--- config.mk ---
export PLATFORM = sky130hd
export DESIGN_NAME = mem_req_ctrl
export DESIGN_NICKNAME = d
export VERILOG_FILES = /design/src/rtl/mem_ctrl_pkg.sv /design/src/rtl/mem_req_ctrl.sv
export SDC_FILE = /design/constraint.sdc
export NUM_CORES = 1
export LEC_CHECK = 0
export CAP_MARGIN = 20
export CELL_PAD_IN_SITES_DETAIL_PLACEMENT = 0
export CELL_PAD_IN_SITES_GLOBAL_PLACEMENT = 2
export CORE_ASPECT_RATIO = 2
export CORE_MARGIN = 5
export CORE_UTILIZATION = 31
export DETAILED_ROUTE_END_ITERATION = 8
export GPL_ROUTABILITY_DRIVEN = 0
export PLACE_DENSITY = 0.86
export SYNTH_ARGS = -nofsm -noshare
export SYNTH_HDL_FRONTEND = slang
export SYNTH_SLANG_ARGS = --single-unit
--- constraint.sdc ---
create_clock -name clk -period 5.3 [get_ports clk]
set_clock_uncertainty 0.15 [all_clocks]
set_input_delay 0.53 -clock clk [delete_from_list [all_inputs] [get_ports clk]]
set_output_delay 0.53 -clock clk [all_outputs]
set_load 0.01 [all_outputs]
--- src/rtl/mem_ctrl_pkg.sv ---
// Shared types and helpers for the memory request controller.
// Holds default widths, the controller state encoding and the parity rule.
package mem_ctrl_pkg;

    localparam int ADDR_W_DEF = 16;
    localparam int DATA_W_DEF = 8;

    typedef enum logic [1:0] {
        IDLE,
        WR,
        RD_WAIT,
        RESP
    } state_e;

    // Zero-extension does not change an XOR reduction, so any data width up to 64 fits.
    function automatic logic calc_parity(input logic [63:0] data, input logic odd);
        return odd ? ~(^data) : (^data);
    endfunction

endpackage

--- src/rtl/mem_req_ctrl.sv ---
// Request-side controller for a parity-protected memory: valid/ready requests in,
// single-cycle write pulses or latency-counted reads out, checked read data back.
module mem_req_ctrl
    import mem_ctrl_pkg::*;
#(
    parameter int   ADDR_W     = ADDR_W_DEF,
    parameter int   DATA_W     = DATA_W_DEF,
    parameter int   RD_LATENCY = 1,
    parameter logic PARITY_ODD = 1'b0
) (
    input  logic              clk,
    input  logic              rst_n,
    input  logic              req_valid,
    output logic              req_ready,
    input  logic              req_write,
    input  logic [ADDR_W-1:0] req_addr,
    input  logic [DATA_W-1:0] req_wdata,
    output logic              rsp_valid,
    input  logic              rsp_ready,
    output logic [DATA_W-1:0] rsp_rdata,
    output logic              rsp_parity_err,
    output logic              mem_write,
    output logic              mem_read,
    output logic [ADDR_W-1:0] mem_address,
    output logic [DATA_W-1:0] mem_data_in,
    input  logic [DATA_W:0]   mem_data_out,
    output logic [15:0]       err_count
);

    localparam logic [2:0] LAT = 3'(RD_LATENCY);

    state_e            r_state,          w_state_nxt;
    logic [2:0]        r_wait_cnt,       w_wait_cnt_nxt;
    logic              r_req_ready,      w_req_ready_nxt;
    logic              r_rsp_valid,      w_rsp_valid_nxt;
    logic [DATA_W-1:0] r_rsp_rdata,      w_rsp_rdata_nxt;
    logic              r_rsp_parity_err, w_rsp_parity_err_nxt;
    logic              r_mem_write,      w_mem_write_nxt;
    logic              r_mem_read,       w_mem_read_nxt;
    logic [ADDR_W-1:0] r_mem_address,    w_mem_address_nxt;
    logic [DATA_W-1:0] r_mem_data_in,    w_mem_data_in_nxt;
    logic [15:0]       r_err_count,      w_err_count_nxt;
    logic              w_bad_parity;

    assign w_bad_parity = mem_data_out[DATA_W]
                          != calc_parity(64'(mem_data_out[DATA_W-1:0]), PARITY_ODD);

    // NOTE: every next-value starts as "hold" so no path through the case leaves one unassigned (no latches).
    always_comb begin
        w_state_nxt          = r_state;
        w_wait_cnt_nxt       = r_wait_cnt;
        w_req_ready_nxt      = r_req_ready;
        w_rsp_valid_nxt      = r_rsp_valid;
        w_rsp_rdata_nxt      = r_rsp_rdata;
        w_rsp_parity_err_nxt = r_rsp_parity_err;
        w_mem_write_nxt      = r_mem_write;
        w_mem_read_nxt       = r_mem_read;
        w_mem_address_nxt    = r_mem_address;
        w_mem_data_in_nxt    = r_mem_data_in;
        w_err_count_nxt      = r_err_count;

        case (r_state)
            IDLE: begin
                if (req_valid) begin
                    w_req_ready_nxt   = 1'b0;
                    w_mem_address_nxt = req_addr;
                    if (req_write) begin
                        w_state_nxt       = WR;
                        w_mem_write_nxt   = 1'b1;
                        w_mem_data_in_nxt = req_wdata;
                    end else begin
                        w_state_nxt    = RD_WAIT;
                        w_mem_read_nxt = 1'b1;
                        w_wait_cnt_nxt = LAT;
                    end
                end
            end
            WR: begin
                w_state_nxt     = IDLE;
                w_mem_write_nxt = 1'b0;
                w_req_ready_nxt = 1'b1;
            end
            RD_WAIT: begin
                // The counter hits zero RD_LATENCY edges after the request edge; the next edge samples.
                if (r_wait_cnt == 3'd0) begin
                    w_state_nxt          = RESP;
                    w_mem_read_nxt       = 1'b0;
                    w_rsp_valid_nxt      = 1'b1;
                    w_rsp_rdata_nxt      = mem_data_out[DATA_W-1:0];
                    w_rsp_parity_err_nxt = w_bad_parity;
                    if (w_bad_parity && (r_err_count != 16'hFFFF))
                        w_err_count_nxt = r_err_count + 16'd1;
                end else begin
                    w_wait_cnt_nxt = r_wait_cnt - 3'd1;
                end
            end
            RESP: begin
                if (rsp_ready) begin
                    w_state_nxt          = IDLE;
                    w_rsp_valid_nxt      = 1'b0;
                    w_rsp_parity_err_nxt = 1'b0;
                    w_req_ready_nxt      = 1'b1;
                end
            end
            default: begin
                w_state_nxt     = IDLE;
                w_req_ready_nxt = 1'b1;
                w_mem_write_nxt = 1'b0;
                w_mem_read_nxt  = 1'b0;
                w_rsp_valid_nxt = 1'b0;
            end
        endcase
    end

    // NOTE: state registers use non-blocking assignments so all of them update together at the edge.
    always_ff @(posedge clk or negedge rst_n) begin
        if (!rst_n) begin
            r_state          <= IDLE;
            r_wait_cnt       <= '0;
            r_req_ready      <= 1'b1;
            r_rsp_valid      <= 1'b0;
            r_rsp_rdata      <= '0;
            r_rsp_parity_err <= 1'b0;
            r_mem_write      <= 1'b0;
            r_mem_read       <= 1'b0;
            r_mem_address    <= '0;
            r_mem_data_in    <= '0;
            r_err_count      <= '0;
        end else begin
            r_state          <= w_state_nxt;
            r_wait_cnt       <= w_wait_cnt_nxt;
            r_req_ready      <= w_req_ready_nxt;
            r_rsp_valid      <= w_rsp_valid_nxt;
            r_rsp_rdata      <= w_rsp_rdata_nxt;
            r_rsp_parity_err <= w_rsp_parity_err_nxt;
            r_mem_write      <= w_mem_write_nxt;
            r_mem_read       <= w_mem_read_nxt;
            r_mem_address    <= w_mem_address_nxt;
            r_mem_data_in    <= w_mem_data_in_nxt;
            r_err_count      <= w_err_count_nxt;
        end
    end

    assign req_ready      = r_req_ready;
    assign rsp_valid      = r_rsp_valid;
    assign rsp_rdata      = r_rsp_rdata;
    assign rsp_parity_err = r_rsp_parity_err;
    assign mem_write      = r_mem_write;
    assign mem_read       = r_mem_read;
    assign mem_address    = r_mem_address;
    assign mem_data_in    = r_mem_data_in;
    assign err_count      = r_err_count;

endmodule

## Word level (Yosys, flattened, before mapping)

Cells that the tools add are included.

- Register bits: 58
- Input bits: 38
- Word-level logic and storage cells: 66

- Mux-type cells: 24
- Eq/ne operators: 11
- $add $sub $neg: 2
- Reduce and logical (&&, ||, !) cells: 18

Operators with widths:

| operator | number |
|---|---|
| $reduce_xor A64 Y1 | 1 |
| $reduce_and A3 Y1 | 6 |
| $add A16 B1 Y16 const B | 1 |
| $ne A16 B16 Y1 const B | 1 |
| $ne A2 B2 Y1 const B | 6 |
| $mux W1 | 10 |
| $mux W3 | 3 |
| $mux W2 | 4 |
| $pmux W1 S2 | 4 |
| $pmux W2 S4 | 1 |
| $reduce_and A4 Y1 | 2 |
| $pmux W3 S2 | 1 |
| $reduce_bool A2 Y1 | 3 |
| $eq A2 B2 Y1 const B | 2 |
| $reduce_and A2 Y1 | 2 |
| $logic_not A3 Y1 | 1 |
| $pmux W1 S3 | 1 |
| $reduce_bool A3 Y1 | 1 |
| $sub A3 B1 Y3 const B | 1 |
| $eq A2 B1 Y1 const B | 1 |
| $logic_not A2 Y1 | 1 |
| $logic_and A1 B1 Y1 | 1 |
| $ne A1 B1 Y1 | 1 |

## Longest topological paths before layout

Gate-level depths: netlist (run 1).

- Word-level depth: 4
- Gate-level depth with buffers: 9
- Gate-level depth less buffers: 8

## Worst setup path after synthesis (run 1)

OpenSTA, ideal clock, no wires.

- Path type: register to register
- Start point: register r_wait_cnt[0]
- End point: register r_err_count[1], in the netlist err_count[1]
- Arrival time: 1.982 ns
- Path slack: 3.043 ns
- Required time: 5.025 ns
- Cell stages (with the launch flop): 9
- Cells stage by stage: dfrtp_1 -> inv_1 -> ha_1 -> ha_1 -> clkbuf_1 -> nand3b_2 -> nor4_4 -> nor2_2 -> mux2_4

- Word-level cells in the longest chain between the ends: 2

Ends and longest elaborated chain:

| element | line | RTL |
|---|---|---|
| start: declaration | mem_req_ctrl.sv:33 | `logic [2:0] r_wait_cnt, w_wait_cnt_nxt;` |
| start signal: assignment | mem_req_ctrl.sv:131 | `r_wait_cnt <= w_wait_cnt_nxt;` |
| $logic_not A3 Y1 | mem_req_ctrl.sv:85 | `if (r_wait_cnt == 3'd0) begin` |
| $reduce_and A3 Y1 (no source line) | - |  |
| end signal: assignment | mem_req_ctrl.sv:140 | `r_err_count <= w_err_count_nxt;` |
| end: declaration | mem_req_ctrl.sv:42 | `logic [15:0] r_err_count, w_err_count_nxt;` |

No other way between the ends.
A chain may end at the register's enable or synchronous reset.

## Worst setup path in the final report (run 1)

Ends and elaborated chain as after synthesis.

==> reports/metrics.cfg, run 1 <==
[synthesis]
synthAdderAreaFrac_pct = 1.41
synth_area_um2 = 2660
synth_compound_gate_area_share_pct = 5.46
synthXorXnorAreaFrac_pct = 8.43
synth-seq-cells = 58
post_synth_mux_area_share_pct = 15.6
ys_warn_count = 0
synth_cells = 213
syn_nets = 254
yosys.area_share.simple_pct = 12.6
synthDistinctLibCells = 33
synth.avg_cell_area_um2 = 12.5
yosysSeqAreaShare_pct = 54.7
synth_top_family_by_area = multiplexers

[setup_path]
critPathKind = reg -> reg
cp.required_ps = 5350
crit_fanout = 19
critPathArrivalTime_ps = 2740
r2r_cells = 7
crit_path_end_kind = register
cp-start-kind = register

[route]
vias_per_cell = 4.91
wl_per_cell_um = 16.4
num_vias = 2022
dr.pass1.iters = 4
route.detailed.drc = 0
drtAntennaViolNets = 0
drt_iter0_markers = 96
drt-total-wl_um = 6770

[global_routing]
grt_max_degree = 59
grt_pass1_wl_um = 11200
first_global_vias = 2184
grt_util_met2_pct = 24.8
busiest_layer = met2
overflow = 0
antenna_found_initial = 0
grtUsageTotal_pct = 14.0
grt_use_met3_pct = 2.85
grt_util_met1_pct = 14.8

[clock_tree]
clk_latency_ps = 320
clkTransAtPathRegs_ps = 50
cts_buffer_depth = 2
cts_tree = done
htree_levels = 3
cts_setup_buffers = 0
cts_root_buf = clkbuf_16
cts.hold.buffers_added = 0
clkSinkCount = 58
cts_resized = 0
numCtsBuffers = 9

[floorplanning]
core_um2 = 8350
die_h_um = 141
die_area_um2 = 10600
die_x_um = 75.5
initial_utilization_pct = 31.8
pin_count = 91
rows = 47

[sta]
setup_viol = 0
tightest_slew_ps = 760
maxSlewViolCount = 0
relSlewSlack_pct = 49.3
final_hold_viol_count = 0
rsz0062_at_grt = false
fin_crit_ps = 2690
finalCritPeriodShare_pct = 50.7
fin_tns_setup_ps = 0
clock.fmax_mhz = 372
timing.final.ws_setup_ps = 2610

[layout]
layout_common_cells = 89 x clkdlybuf4s50_1, 57 x dfrtp_1, 32 x mux2_2
fill_cells = 827
fin_nets = 351
final_cells = 412
diodes = 0
drive_gt1_share_pct = 18.5
final_common_cell = clkdlybuf4s50_1
final_util_pct = 47.6
syn_to_final_growth_pct = 49.5

[power]
power.leakage_nw = 1.65
p_int_mw = 1.60
switching_share_pct = 31.0
ir_drop_v = 0.000240
combinationalPowerShare_pct = 40.1
seqPwrFrac_pct = 34.6
p_per_area_nw_per_um2 = 584
p_total_mw = 2.32
clkPwrFrac_pct = 25.3
switchingPower_mw = 0.719

[place]
dp_slack_ps = 2380
place_inst = 397
dp_hpwl_um = 5130
numPortBuffers = 90

[flow_run]
maxCapViolCount = 0

[status]
status = finished clean

[min_path]
hold_class = in -> async

[power groups by stage]
stage | Sequential, mW | Combinational, mW | Clock (mW)
finish | 0.802 | 0.929 | 0.587
global route | 0.838 | 1.01 | 0.623
CTS | 0.808 | 0.955 | 0.604
detailed placement | 0.813 | 0.952 | 0
global placement | 0.804 | 0.940 | 0
floorplan | 0.863 | 0.376 | 0
[cell usage after synthesis]
cell type	number	area, µm²
and3_1	6	37.5
o2111ai_1	1	8.76
xnor3_2	1	23.8
a31oi_1	1	6.26
dfrtp_1	57	1430
dfstp_2	1	26.3
buf_2	1	5.00
o211ai_1	1	7.51
nor4_4	2	42.5
nor2b_1	1	6.26
mux2_4	1	15.0
clkbuf_1	5	18.8
nand3b_2	1	11.3
mux2_2	32	360
nor2_2	1	6.26
a21oi_1	9	45.0
ha_1	3	37.5
and2_1	4	25.0
nor4_1	6	37.5
xor2_2	1	16.3
nor2_1	8	30.0
nand3_1	2	10.0
o21ai_0	14	70.1
nor4b_4	1	23.8
nor3_1	6	30.0
mux2i_1	4	40.0
a21o_1	1	7.51
xnor2_1	14	123
nand2_1	8	30.0
xor2_1	7	61.3
inv_1	6	22.5
nand4_1	6	37.5
nand3b_1	1	7.51
[routing by layer]
metal,part of all wire (%),wire length [µm],vias to the layer above
met5,0,0,-
met1,34,2320,1010
met4,3.0,200,0
li1,-,-,951
met3,3.5,235,14
met2,59,4020,47
[sequential cells by signal, summed over array words and instances, names as in the netlist]
signal,flops
mem_address,16
mem_data_in,8
r_state,2
rsp_valid,1
req_ready,1
r_wait_cnt,3
mem_write,1
err_count,16
rsp_rdata,8
rsp_parity_err,1
mem_read,1
[layout make-up]
class / instances / area, µm² / share of cell area [%]
repair buffers: 92 / 911 / 22.9
well taps: 98 / 123 / 3.09
flip-flops and latches: 58 / 1450 / 36.6
multi-input cells: 143 / 1160 / 29.1
clock buffers: 13 / 270 / 6.81
inverters: 6 / 22.5 / 0.567
clock inverters: 2 / 35.0 / 0.882
[cells by family (layout without fill, tap and decap cells)]
family                     after synthesis  in the layout
and+or+nand+nor                         53             53
AOI/OAI and AO/OA                       27             27
adders and majority gates                3              3
DFF                                     58             58
muxes                                   37             37
xor gates and xnor gates                23             23
buffers and inverters                   12            113
[final timing paths]
path	startpoint	end	slack, ps
max in group asynchronous	rst_n	err_count[11]$_DFFE_PN0P_	4270
setup / recovery	r_wait_cnt[0]$_DFFE_PN0P_	err_count[1]$_DFFE_PN0P_	2610
setup reg to reg	r_wait_cnt[0]$_DFFE_PN0P_	err_count[1]$_DFFE_PN0P_	2610
hold / removal	rst_n	mem_address[7]$_DFFE_PN0P_	210
hold reg to reg	mem_address[1]$_DFFE_PN0P_	mem_address[1]$_DFFE_PN0P_	350
min in group clk	mem_address[1]$_DFFE_PN0P_	mem_address[1]$_DFFE_PN0P_	350
[critical path: stages, from the launching register on]
cell	delay, ps
dfrtp_1	380
inv_1	80
ha_1	160
ha_1	320
nand3b_2	470
nor4_4	580
nor2_2	110
mux2_4	300
[per-stage QoR]
stage / hold WS, ps / instance area (µm²)
global route: 294 / 3970
finish: 210 / 3970
global placement: 338 / 3670
CTS: 244 / 3970
floorplan: 84.4 / 2660
detailed placement: 343 / 3670
No activity file was read; power rests on OpenSTA's default activity.
==> run 2: changes to the inputs <==
--- a/config.mk
+++ b/config.mk
@@ -10,10 +10,10 @@
 export CELL_PAD_IN_SITES_GLOBAL_PLACEMENT = 2
 export CORE_ASPECT_RATIO = 2
 export CORE_MARGIN = 5
-export CORE_UTILIZATION = 31
+export CORE_UTILIZATION = 29
 export DETAILED_ROUTE_END_ITERATION = 8
 export GPL_ROUTABILITY_DRIVEN = 0
-export PLACE_DENSITY = 0.86
+export PLACE_DENSITY = 0.81
 export SYNTH_ARGS = -nofsm -noshare
 export SYNTH_HDL_FRONTEND = slang
 export SYNTH_SLANG_ARGS = --single-unit
==> constraint.sdc (replaced) <==
create_clock -name clk -period 2.6 [get_ports clk]
set_clock_uncertainty 0.15 [all_clocks]
set_input_delay 0.26 -clock clk [delete_from_list [all_inputs] [get_ports clk]]
set_output_delay 0.26 -clock clk [all_outputs]
set_load 0.01 [all_outputs]
==> run 2 against run 1 <==
  * Sequential power up 100%
  * Die area is 6.2% higher
  * Core utilization fell by 2.3 points
  * Highest routed layer unchanged
  * Largest power group unchanged
==> reports/metrics.cfg, run 2 (synthesis gave the netlist of run 1 again) <==
[status]
status = finished clean  ; unchanged

[sta]
final_hold_viol_count = 0  ; unchanged
tightest_slew_ps = 770  ; was 760 ps
fin_crit_ps = 2240
timing.final.ws_setup_ps = 360  ; was 2610 ps
rsz0062_at_grt = false  ; unchanged
maxSlewViolCount = 0  ; unchanged
setup_viol = 0  ; unchanged
fin_tns_setup_ps = 0  ; unchanged
finalCritPeriodShare_pct = 86.2
clock.fmax_mhz = 446
relSlewSlack_pct = 48.6  ; was 49.3%

[min_path]
hold_class = reg -> reg  ; was in -> async

[route]
drtAntennaViolNets = 0  ; unchanged
drt_iter0_markers = 44  ; was 96
vias_per_cell = 4.79  ; was 4.91
num_vias = 2033  ; was 2022
route.detailed.drc = 0  ; unchanged
dr.pass1.iters = 4  ; unchanged
wl_per_cell_um = 16.7  ; was 16.4 µm
drt-total-wl_um = 7080  ; was 6770 µm

[global_routing]
grt_use_met3_pct = 2.91  ; was 2.85%
grtUsageTotal_pct = 13.0  ; was 14.0%
busiest_layer = met2  ; unchanged
overflow = 0  ; unchanged
first_global_vias = 2190  ; was 2184
grt_max_degree = 59  ; unchanged
antenna_found_initial = 0  ; unchanged
grt_util_met2_pct = 24.0  ; was 24.8%
grt_util_met1_pct = 12.8  ; was 14.8%
grt_pass1_wl_um = 11400  ; was 11200 µm

[clock_tree]
htree_levels = 3  ; unchanged
cts_root_buf = clkbuf_16  ; unchanged
cts.hold.buffers_added = 1  ; was 0
numCtsBuffers = 9  ; unchanged
clk_latency_ps = 330  ; was 320 ps
cts_buffer_depth = 2  ; unchanged
cts_resized = 0  ; unchanged
cts_setup_buffers = 0  ; unchanged
clkTransAtPathRegs_ps = 50  ; about the same
clkSinkCount = 58  ; unchanged
cts_tree = done  ; unchanged

[place]
dp_slack_ps = 17.2  ; was 2380 ps
numPortBuffers = 90  ; unchanged
dp_hpwl_um = 5350  ; was 5130 µm
place_area_um2 = 3720  ; was 3670 µm²
place_inst = 408  ; was 397

[setup_path]
critPathKind = in -> reg  ; was reg -> reg
crit_path_end_kind = register  ; unchanged
slowest_delay_ps = 520  ; was 580 ps
cp-start-kind = input port  ; was register
slowest_stage = xnor3_2  ; was nor4_4
r2r_setup_slack_ps = 390  ; was 2610 ps
critPathArrivalTime_ps = 2300  ; was 2740 ps
crit_chain = clkdlybuf4s50_1 -> xor2_1 -> xnor3_2 -> nor4_4 -> nor2_2 -> mux2_4  ; was inv_1 -> ha_1 -> ha_1 -> nand3b_2 -> nor4_4 -> nor2_2 -> mux2_4
cp.required_ps = 2660  ; was 5350 ps
crit_fanout = 6  ; was 19

[layout]
fin_nets = 359  ; was 351
final_common_cell = clkdlybuf4s50_1  ; unchanged
syn_to_final_growth_pct = 52.6  ; was 49.5%
layout_common_cells = 89 x clkdlybuf4s50_1, 57 x dfrtp_1, 32 x mux2_2  ; unchanged
final_cells = 424  ; was 412
fill_cells = 836  ; was 827
drive_gt1_share_pct = 19.9  ; was 18.5%
design_area_um2 = 4050  ; was 3970 µm²
diodes = 0  ; unchanged

[power]
ir_drop_v = 0.000427  ; was 0.000240 V
p_total_mw = 4.87  ; was 2.32 mW
power.leakage_nw = 1.70  ; was 1.65 nW
p_per_area_nw_per_um2 = 1200  ; was 584 nW/µm²

[floorplanning]
rows = 49  ; was 47
die_h_um = 145  ; was 141 µm
pin_count = 91  ; unchanged
core_um2 = 8950  ; was 8350 µm²
initial_utilization_pct = 29.7  ; was 31.8%
die_x_um = 77.7  ; was 75.5 µm
die_area_um2 = 11300  ; was 10600 µm²

[flow_run]
maxCapViolCount = 0  ; unchanged

run 2: cell types whose count changed in the layout (fill, tap and decap cells not counted):
cell,previous run,this run
clkbuf_8,3,2
dlygate4sd3_1,0,1
clkinv_2,1,0
clkbuf_1,1,2
buf_4,2,9
bufinv_16,1,2
run 2: worst max-delay path: cells and delay by family:
kind	cells	cell delay [ps]
xor+xnor	2	690
buf+inv	1	500
mux	1	310
simple gates	2	540
run 2: path summary, 6_finish.rpt:
path / from / end / cells after the start
worst max register to register: err_count[0]$_DFFE_PN0P_ / err_count[1]$_DFFE_PN0P_ / 6
worst max-delay path: mem_data_out[2] / err_count[1]$_DFFE_PN0P_ / 6
worst min register to register: rsp_rdata[3]$_DFFE_PN0P_ / rsp_rdata[3]$_DFFE_PN0P_ / 1
worst min-delay path: rsp_rdata[3]$_DFFE_PN0P_ / rsp_rdata[3]$_DFFE_PN0P_ / 1
min in group asynchronous: rst_n / mem_address[5]$_DFFE_PN0P_ / 3
max in group asynchronous: rst_n / err_count[8]$_DFFE_PN0P_ / 3
run 2: power breakdown:
part / switching (mW) / internal (mW)
Sequential: 0.305 / 1.32
Clock: 0.391 / 0.885
Combinational: 0.803 / 1.16
run 2: layout make-up:
cell class                 count  area [µm²]  share of cell area (%)
timing repair buffer         100         973                    24.0
clock buffer                  13         260                    6.42
clock inverter                 2        60.1                    1.48
inverter                       6        22.5                   0.556
tap                          102         128                    3.15
sequential                    58        1450                    35.8
multi-input combinational    143        1160                    28.5
run 2: routing by layer:
metal,vias to the layer above,wire length (µm)
li1,960,-
met1,1023,2470
met2,38,4210
met3,12,220
met4,0,176
met5,-,0
run 2: stage by stage:
stage / utilization, % / hold slack [ps]
4_1_cts: 45.3 / 358
3_5_place_dp: 41.6 / 323
6_report: 45.3 / 355
2_1_floorplan: - / -186
3_3_place_gp: 41.6 / 325
5_1_grt: 45.3 / 365
==> run 3: changes to the inputs <==
--- a/config.mk
+++ b/config.mk
@@ -9,11 +9,10 @@
 export CELL_PAD_IN_SITES_DETAIL_PLACEMENT = 0
 export CELL_PAD_IN_SITES_GLOBAL_PLACEMENT = 2
 export CORE_ASPECT_RATIO = 2
-export CORE_MARGIN = 5
 export CORE_UTILIZATION = 29
 export DETAILED_ROUTE_END_ITERATION = 8
 export GPL_ROUTABILITY_DRIVEN = 0
-export PLACE_DENSITY = 0.81
+export PLACE_DENSITY = 0.77
 export SYNTH_ARGS = -nofsm -noshare
 export SYNTH_HDL_FRONTEND = slang
 export SYNTH_SLANG_ARGS = --single-unit
==> run 3 against run 2 <==
  * Worst hold slack got worse by 35 ps
  * Routed wire length down 7.3%
  * Flip-flop and latch count unchanged
  * Sequential power hardly changed
  * Critical path depth stayed put
  * Register-to-register slack barely moved
  * Total power decreased by 2.2%
  * Core utilization barely moved
  * Design area hardly changed
  * Global-route usage increased by 1.4 points
  * Setup slack worse by 2.1 ps
  * Combinational power barely moved
==> reports/metrics.cfg, run 3 (synthesis gave the netlist of run 1 again) <==
[global_routing]
grt_max_degree = 59  ; unchanged
grtUsageTotal_pct = 14.4  ; was 13.0%
first_global_vias = 2110  ; was 2190
grt_pass1_wl_um = 10600  ; was 11400 µm
antenna_found_initial = 0  ; unchanged
overflow = 0  ; unchanged

[layout]
design_area_um2 = 4050  ; about the same
fill_cells = 837  ; was 836
layout_common_cells = 89 x clkdlybuf4s50_1, 57 x dfrtp_1, 32 x mux2_2  ; unchanged
drive_gt1_share_pct = 20.7  ; was 19.9%
fin_nets = 359  ; unchanged
diodes = 0  ; unchanged
final-seq-area_um2 = 1450  ; unchanged
multi_input_area_um2 = 1160  ; unchanged
final_common_cell = clkdlybuf4s50_1  ; unchanged
syn_to_final_growth_pct = 52.5  ; was 52.6%

[sta]
setup_viol = 0  ; unchanged
fin_crit_ps = 2240  ; about the same
final_hold_viol_count = 0  ; unchanged
maxSlewViolCount = 0  ; unchanged
finalCritPeriodShare_pct = 86.3  ; was 86.2%
rsz0062_at_grt = false  ; unchanged
holdWs_ps = 319  ; was 355 ps
tightest_slew_ps = 497  ; was 770 ps
relSlewSlack_pct = 66.5  ; was 48.6%
timing.final.ws_setup_ps = 357  ; was 360 ps
clock.fmax_mhz = 446  ; about the same

[setup_path]
critPathArrivalTime_ps = 2290  ; was 2300 ps
crit_path_end_kind = register  ; unchanged
cp-start-kind = input port  ; unchanged
cp.required_ps = 2650  ; was 2660 ps
crit_fanout = 6  ; unchanged
critPathKind = in -> reg  ; unchanged

[clock_tree]
clk_latency_ps = 320  ; was 330 ps
cts.hold.buffers_added = 1  ; unchanged
clkTransAtPathRegs_ps = 50  ; about the same
cts_root_buf = clkbuf_16  ; unchanged
clkSinkCount = 58  ; unchanged
cts_setup_buffers = 0  ; unchanged
numCtsBuffers = 9  ; unchanged
cts_buffer_depth = 2  ; unchanged
cts_tree = done  ; unchanged
cts_resized = 0  ; unchanged
htree_levels = 3  ; unchanged

[status]
status = finished clean  ; unchanged

[power]
p_per_area_nw_per_um2 = 1180  ; was 1200 nW/µm²
p_total_mw = 4.76  ; was 4.87 mW
ir_drop_v = 0.000631  ; was 0.000427 V
power.leakage_nw = 1.70  ; about the same

[route]
route.detailed.drc = 0  ; unchanged
drt_iter0_markers = 83  ; was 44
num_vias = 2036  ; was 2033
dr.pass1.iters = 4  ; unchanged
drtAntennaViolNets = 0  ; unchanged
wl_per_cell_um = 15.4  ; was 16.7 µm
vias_per_cell = 4.79  ; about the same
drt-total-wl_um = 6560  ; was 7080 µm

[flow_run]
maxCapViolCount = 0  ; unchanged

[floorplanning]
initial_utilization_pct = 29.7  ; unchanged
pin_count = 91  ; unchanged
core_um2 = 8950  ; unchanged
die_area_um2 = 9570  ; was 11300 µm²
die_h_um = 137  ; was 145 µm
die_x_um = 69.7  ; was 77.7 µm
rows = 49  ; unchanged

[place]
dp_hpwl_um = 4900  ; was 5350 µm
dp_slack_ps = -10.2  ; was 17.2 ps
place_area_um2 = 3740  ; was 3720 µm²
numPortBuffers = 90  ; unchanged

[min_path]
hold_class = in -> async  ; was reg -> reg

run 3: cell count changes in the layout (fill, tap and decap cells not counted), sizes merged:
cell / previous run / this run
bufinv: 2 / 1
clkbuf: 13 / 11
clkinvlp: 0 / 1
clkinv: 0 / 3
run 3: critical path: stages:
cell             delay [ps]
clkdlybuf4s50_1         490
xor2_1                  180
xnor3_2                 500
nor4_4                  430
nor2_2                  110
mux2_4                  310
run 3: per-layer routing:
layer / part of all wire, % / GRT usage [%] / vias to the layer above
met3: 2.9 / 2.93 / 8
met5: 0 / 0 / -
met4: 2.0 / 7.33 / 0
li1: - / - / 970
met2: 59 / 27.7 / 41
met1: 36 / 14.5 / 1017
run 3: power breakdown:
part / switching [mW] / internal [mW]
logic: 0.788 / 1.17
clock network: 0.395 / 0.787
registers: 0.304 / 1.32
run 3: layout make-up:
cell class | instances | area share, %
Sequential cell | 58 | 35.9
Multi-Input combinational cell | 143 | 28.6
Timing Repair Buffer | 100 | 24.3
Clock buffer | 11 | 6.24
Tap cell | 102 | 3.15
Clock inverter | 5 | 1.30
Inverter | 6 | 0.556
run 3: path summary, 6_finish.rpt:
check / from / end / slack [ps] / depth (start not counted)
worst max-delay path: mem_data_out[5] / err_count[1]$_DFFE_PN0P_ / 360 / 6
worst min-delay path: rst_n / mem_data_in[0]$_DFFE_PN0P_ / 320 / 3
worst max register to register: err_count[0]$_DFFE_PN0P_ / err_count[1]$_DFFE_PN0P_ / 390 / 6
worst min register to register: mem_address[15]$_DFFE_PN0P_ / mem_address[15]$_DFFE_PN0P_ / 350 / 1
max in group asynchronous: rst_n / req_ready$_DFFE_PN1P_ / 1650 / 3
min in group clk: mem_address[15]$_DFFE_PN0P_ / mem_address[15]$_DFFE_PN0P_ / 350 / 1
run 3: metrics by stage:
| step | TNS, ps | util (%) | std cells |
|---|---|---|---|
| after detailed placement | -10.2 | 41.7 | 408 |
| after global placement | 0 | 41.7 | 408 |
| after CTS | 0 | 45.3 | 425 |
| after global routing | 0 | 45.3 | 425 |
| after floorplan | 0 | - | 213 |
| final | 0 | 45.3 | 425 |
